[src/rtl/clock_divider_prog.sv]
// Runtime-programmable integer clock divider with a glitch-free shadowed ratio,
// clean start/stop on period boundaries, and a one-cycle enable pulse per rising edge.
module clock_divider_prog #(
    parameter int CNT_WIDTH   = 8,
    parameter int DEFAULT_DIV = 2
) (
    input  logic                 clk_in,
    input  logic                 rst,
    input  logic                 en,
    input  logic [CNT_WIDTH-1:0] div_val,
    input  logic                 div_load,
    output logic                 div_pending,
    output logic                 clk_out,
    output logic                 clk_out_b,
    output logic                 clk_en_pulse,
    output logic                 running
);

    typedef enum logic {IDLE, RUN} state_t;

    localparam logic [CNT_WIDTH-1:0] RATIO_MIN     = CNT_WIDTH'(2);
    localparam logic [CNT_WIDTH-1:0] DEFAULT_RAW   = CNT_WIDTH'(DEFAULT_DIV);
    localparam logic [CNT_WIDTH-1:0] DEFAULT_RATIO = (DEFAULT_RAW < RATIO_MIN) ? RATIO_MIN : DEFAULT_RAW;

    // Ratios 0 and 1 have no meaningful waveform; they behave as divide-by-2.
    function automatic logic [CNT_WIDTH-1:0] clamp_ratio(input logic [CNT_WIDTH-1:0] v);
        return (v < RATIO_MIN) ? RATIO_MIN : v;
    endfunction

    state_t               state_reg;
    logic [CNT_WIDTH-1:0] cnt_reg;
    logic [CNT_WIDTH-1:0] ratio_reg;
    logic [CNT_WIDTH-1:0] shadow_reg;
    logic                 pending_reg;
    logic                 clk_out_reg;
    logic                 clk_out_b_reg;
    logic                 pulse_reg;
    logic                 running_reg;

    logic [CNT_WIDTH:0]   cnt_inc;
    logic [CNT_WIDTH:0]   half_len;
    logic                 boundary;
    logic                 apply_point;
    logic                 high_next;
    logic [CNT_WIDTH-1:0] ratio_next;

    always_comb begin
        cnt_inc     = {1'b0, cnt_reg} + 1'b1;
        half_len    = ({1'b0, ratio_reg} + 1'b1) >> 1;
        high_next   = (cnt_inc < half_len);
        boundary    = (state_reg == RUN) && (cnt_reg == ratio_reg - CNT_WIDTH'(1));
        // IDLE has no period in flight, so every IDLE edge is a safe switch point.
        apply_point = (state_reg == IDLE) || boundary;
        ratio_next  = ratio_reg;
        if (div_load) begin
            ratio_next = clamp_ratio(div_val);
        end else if (pending_reg) begin
            ratio_next = clamp_ratio(shadow_reg);
        end
    end

    always_ff @(posedge clk_in) begin
        if (rst) begin
            state_reg     <= IDLE;
            cnt_reg       <= '0;
            ratio_reg     <= DEFAULT_RATIO;
            shadow_reg    <= '0;
            pending_reg   <= 1'b0;
            clk_out_reg   <= 1'b0;
            clk_out_b_reg <= 1'b1;
            pulse_reg     <= 1'b0;
            running_reg   <= 1'b0;
        end else begin
            if (div_load) begin
                shadow_reg <= div_val;
            end
            if (apply_point) begin
                ratio_reg   <= ratio_next;
                pending_reg <= 1'b0;
            end else if (div_load) begin
                pending_reg <= 1'b1;
            end

            case (state_reg)
                IDLE: begin
                    cnt_reg <= '0;
                    if (en) begin
                        state_reg     <= RUN;
                        clk_out_reg   <= 1'b1;
                        clk_out_b_reg <= 1'b0;
                        pulse_reg     <= 1'b1;
                        running_reg   <= 1'b1;
                    end else begin
                        clk_out_reg   <= 1'b0;
                        clk_out_b_reg <= 1'b1;
                        pulse_reg     <= 1'b0;
                        running_reg   <= 1'b0;
                    end
                end
                RUN: begin
                    if (boundary) begin
                        cnt_reg <= '0;
                        // en is only honoured here, so a stop never cuts a period short.
                        if (en) begin
                            clk_out_reg   <= 1'b1;
                            clk_out_b_reg <= 1'b0;
                            pulse_reg     <= 1'b1;
                        end else begin
                            state_reg     <= IDLE;
                            clk_out_reg   <= 1'b0;
                            clk_out_b_reg <= 1'b1;
                            pulse_reg     <= 1'b0;
                            running_reg   <= 1'b0;
                        end
                    end else begin
                        cnt_reg       <= cnt_inc[CNT_WIDTH-1:0];
                        clk_out_reg   <= high_next;
                        clk_out_b_reg <= ~high_next;
                        pulse_reg     <= 1'b0;
                    end
                end
                default: begin
                    state_reg <= IDLE;
                end
            endcase
        end
    end

    assign div_pending  = pending_reg;
    assign clk_out      = clk_out_reg;
    assign clk_out_b    = clk_out_b_reg;
    assign clk_en_pulse = pulse_reg;
    assign running      = running_reg;

endmodule

[config.mk]
export PLATFORM = sky130hd
export DESIGN_NAME = clock_divider_prog
export DESIGN_NICKNAME = d
export VERILOG_FILES = /design/src/rtl/clock_divider_prog.sv
export SDC_FILE = /design/constraint.sdc
export NUM_CORES = 1
export LEC_CHECK = 0
export CAP_MARGIN = 15
export CORE_MARGIN = 2
export CORE_UTILIZATION = 56
export DETAILED_ROUTE_END_ITERATION = 10
export PLACE_DENSITY = 0.78
export REMOVE_ABC_BUFFERS = 1
export SLEW_MARGIN = 20
export SYNTH_ARGS = -nofsm -noshare
export SYNTH_HDL_FRONTEND = slang
export SYNTH_SLANG_ARGS = --single-unit
[constraint.sdc]
create_clock -name clk_in -period 3 [get_ports clk_in]
set_input_delay 0.6 -clock clk_in [delete_from_list [all_inputs] [get_ports clk_in]]
set_output_delay 0.6 -clock clk_in [all_outputs]
set_load 0.005 [all_outputs]
==> metrics.md <==
| Metric | Value |
|---|---|
| GRT overflow | `0` |
| Cells after Synth | `185` |
| Overall die area | `3570 um2` |
| Start-to-end type of the worst setup path | `reg2reg` |
| Number of filler cells placed in the layout | `252` |
| Simple-Gate Fraction of Synth Area | `21.3%` |
| Commonest register cell after synthesis | `sky130_fd_sc_hd__dfxtp_1` |
| CTS clk-pin slew, worst paths | `approximately 100 ps` |
| Relative slew slack | `51.3%` |
| Netlist Area Pre-Place | `1740 um2` |
| Post-synthesis adder-cell area fraction | `7.19%` |
| Final Slew Violations | `0` |
| Arrival @ worst endpoint | `a little under 3000 ps` |
| Largest clock skew in the final design | `between 10 and 15 ps` |
| Average detailed-routed wire length per instance | `15.0 um` |
| Remaining routing DRC violations | `0` |
| Kind of launch point of the worst setup path | `register` |
| Final Hold Violating Endpoints | `0` |
| Resize count post-CTS | `0` |
| Static Leak | `slightly below 0.8 nW` |
| Vias per cell | `~5.7` |
| Fraction of synthesis flops using an asynchronous set or reset pin | `0%` |
| CTS Sinks | `30` |
| Count of nets left with antenna violations after detail routing | `0` |
| Maximum achievable frequency | `0.367 GHz` |
| Number of vias after detailed routing | `1304` |
| Iteration-0 DRC Markers | `60` |
| Period Utilization, post-route | `between 90% and 100%` |
| Root Driver | `sky130_fd_sc_hd__clkbuf_4` |
| Detailed-router iteration count before antenna repair | `4` |
| Area fraction in compound gates after synthesis | `roughly an eighth` |
| Result of the run | `finished clean` |
| Combinational family with the most area after synthesis | `simple AND/OR/NAND/NOR gates` |
| Placeable core area | `3000 um2` |
| Synthesis-stage register bit count | `30` |
| Die width | `59.8 um` |
| Total of warnings raised by yosys | `0` |
| Kind of capture point of the worst setup path | `register` |
| Portion of netlist area occupied by mux cells | `between 8 and 9%` |
| Total Routed Length | `3.45 mm` |
| Sequential fraction of the synthesis area | `34.5%` |
| Area growth, synth to finish | `11.4%` |
| Number of setup violations in the final report | `0` |
| Overall track demand over capacity in global routing | `22.6%` |
| Final net count | `218` |
| First-pass GRT wire length | `5.90 mm` |
| Via count of the first global-routing pass | `1289` |
| Antenna violations before repair | `0` |
| Maximum fanout count along the critical path | `10` |
| Power density over cell area | `454 nW/um2` |
| Number of levels in the clock H-tree | `2` |
| Post-CTS Setup Repair Bufs | `0` |
| Inserted Diodes | `0` |
| Largest net degree at the start of global routing | `23` |
| Actual slew at the worst max-slew pin | `728 ps` |
| Cts hold-fix bufs | `0` |
| Clock buffers created by TritonCTS | `5` |
| Share of layout cells above drive strength 1 | `13.7%` |
| Required time worst endpoint | `3230 ps` |
| CTS tree | `done` |
| Standard-cell rows | `20` |
| Num ports | `17` |
| RePlAce Congestion | `approximately 0.94` |
| Post-Synth XOR/XNOR Area | `11.1%` |
| Die extent in y | `59.8 um` |
| Effective utilization at floorplan | `58.0%` |
| Worst-skew pair later-pin latency | `~340 ps` |
| Clock period minus worst slack | `about 2700 ps` |
| Number of buffers added on ports | `16` |
| RSZ-0062 raised after global routing | `false` |
| Final standard cell area without fillers | `just under 2000 um2` |
| Longest Clk Path Bufs | `2` |
| Count of different cell masters after synthesis | `43` |
| Number of enable-type register cells in the synthesized netlist | `0` |
| Setup tns final | `0 ps` |
| Count of maximum capacitance violations | `0` |
| Peak ir drop on the vdd network | `0.000368 V` |
| Path type of the worst min-delay path | `reg2reg` |
| Total half-perimeter wirelength after legalization and detailed placement | `2.71 mm` |
| Post-synthesis area per instance | `9.41 um2` |
| Placed cell area | `1880 um2` |
-- routing by layer --
metal	vias to the layer above	wire, um	GRT usage, %
li1	673	-	-
met2	21	1660	36.0
met3	11	128	6.06
met5	-	0	0
met4	0	102	10.8
met1	599	1550	28.1
-- area by class of cell --
cell class | count | area (um2) | share of cell area (%)
clock buffers | 5 | 37.5 | 1.94
flip-flops and latches | 30 | 601 | 31.0
multi-input cells | 138 | 1060 | 54.6
inverters | 5 | 18.8 | 0.968
repair buffers | 16 | 160 | 8.26
well taps | 33 | 41.3 | 2.13
clock inverters | 3 | 21.3 | 1.10
-- Yosys cell counts, types with 3 or more instances --
cell                       instances  area [um2]
sky130_fd_sc_hd__nand3_1          10        50.1
sky130_fd_sc_hd__a21oi_1           3        15.0
sky130_fd_sc_hd__mux2i_1           8        80.1
sky130_fd_sc_hd__o21ai_0           4        20.0
sky130_fd_sc_hd__and3_1            3        18.8
sky130_fd_sc_hd__nor2b_2           5        43.8
sky130_fd_sc_hd__nor2_1           19        71.3
sky130_fd_sc_hd__mux2_2            6        67.6
sky130_fd_sc_hd__clkbuf_1          7        26.3
sky130_fd_sc_hd__xnor2_1          11        96.3
sky130_fd_sc_hd__xor2_1           11        96.3
sky130_fd_sc_hd__nor2b_1          10        62.6
sky130_fd_sc_hd__nor3_1            3        15.0
sky130_fd_sc_hd__ha_1             10         125
sky130_fd_sc_hd__inv_1             5        18.8
sky130_fd_sc_hd__dfxtp_1          30         601
sky130_fd_sc_hd__nand2_1           7        26.3
-- kinds of logic (layout without fill, tap and decap cells) --
family,count (synthesis),after routing
simple gates,67,67
mux,14,14
fa+ha+maj,10,10
flops,30,30
buf+inv,17,29
xor+xnor,22,22
compound gates,25,25
-- final timing paths --
path	cells past startpoint	start	end	slack [ps]
setup / recovery	6	ratio_reg[2]$_SDFFE_PP0P_	ratio_reg[1]$_SDFFE_PP1P_	280
setup reg to reg	6	ratio_reg[2]$_SDFFE_PP0P_	ratio_reg[1]$_SDFFE_PP1P_	280
hold reg to reg	2	shadow_reg[0]$_SDFFE_PP0P_	shadow_reg[0]$_SDFFE_PP0P_	520
hold / removal	2	shadow_reg[0]$_SDFFE_PP0P_	shadow_reg[0]$_SDFFE_PP0P_	520
-- worst max-delay path, cell delays in order (launching register included) --
cell and delay [ps]:
sky130_fd_sc_hd__dfxtp_1 400, sky130_fd_sc_hd__or4_1 680, sky130_fd_sc_hd__xnor2_1 190, sky130_fd_sc_hd__o21a_1 210, sky130_fd_sc_hd__o41ai_4 570, sky130_fd_sc_hd__o21ai_4 190
sky130_fd_sc_hd__a221o_1 380
-- placed cells by master, fill, tap and decap left out, types with 3 or more instances in the layout --
cell,synthesis,routed
sky130_fd_sc_hd__a21oi_1,3,3
sky130_fd_sc_hd__and3_1,3,3
sky130_fd_sc_hd__clkbuf_4,0,5
sky130_fd_sc_hd__clkdlybuf4s50_1,0,16
sky130_fd_sc_hd__dfxtp_1,30,30
sky130_fd_sc_hd__ha_1,10,10
sky130_fd_sc_hd__inv_1,5,5
sky130_fd_sc_hd__mux2_2,6,6
sky130_fd_sc_hd__mux2i_1,8,8
sky130_fd_sc_hd__nand2_1,7,7
sky130_fd_sc_hd__nand3_1,10,10
sky130_fd_sc_hd__nor2_1,19,19
sky130_fd_sc_hd__nor2b_1,10,10
sky130_fd_sc_hd__nor2b_2,5,5
sky130_fd_sc_hd__nor3_1,3,3
sky130_fd_sc_hd__o21ai_0,4,4
sky130_fd_sc_hd__xnor2_1,11,11
sky130_fd_sc_hd__xor2_1,11,11
-- report_power, final --
group	switching [W]	internal, W	total (W)	leakage (nW)
logic	0.0000909	0.0000947	0.000186	0.502
registers	0.0000278	0.000422	0.000450	0.246
clock network	0.000153	0.0000909	0.000244	0.0312
-- per-stage QoR --
stage / hold WS (ps) / std cells / setup slack, ps / power [W] / util (%)
2_1_floorplan: 453 / 173 / 527 / 0.000574 / -
3_3_place_gp: 473 / 222 / 390 / 0.000636 / 62.6
3_5_place_dp: 498 / 222 / 306 / 0.000644 / 62.6
4_1_cts: 521 / 230 / 284 / 0.000890 / 64.5
5_1_grt: 564 / 230 / 125 / 0.000932 / 64.5
6_report: 519 / 230 / 279 / 0.000879 / 64.5
Power figures use the tool's default switching activity.
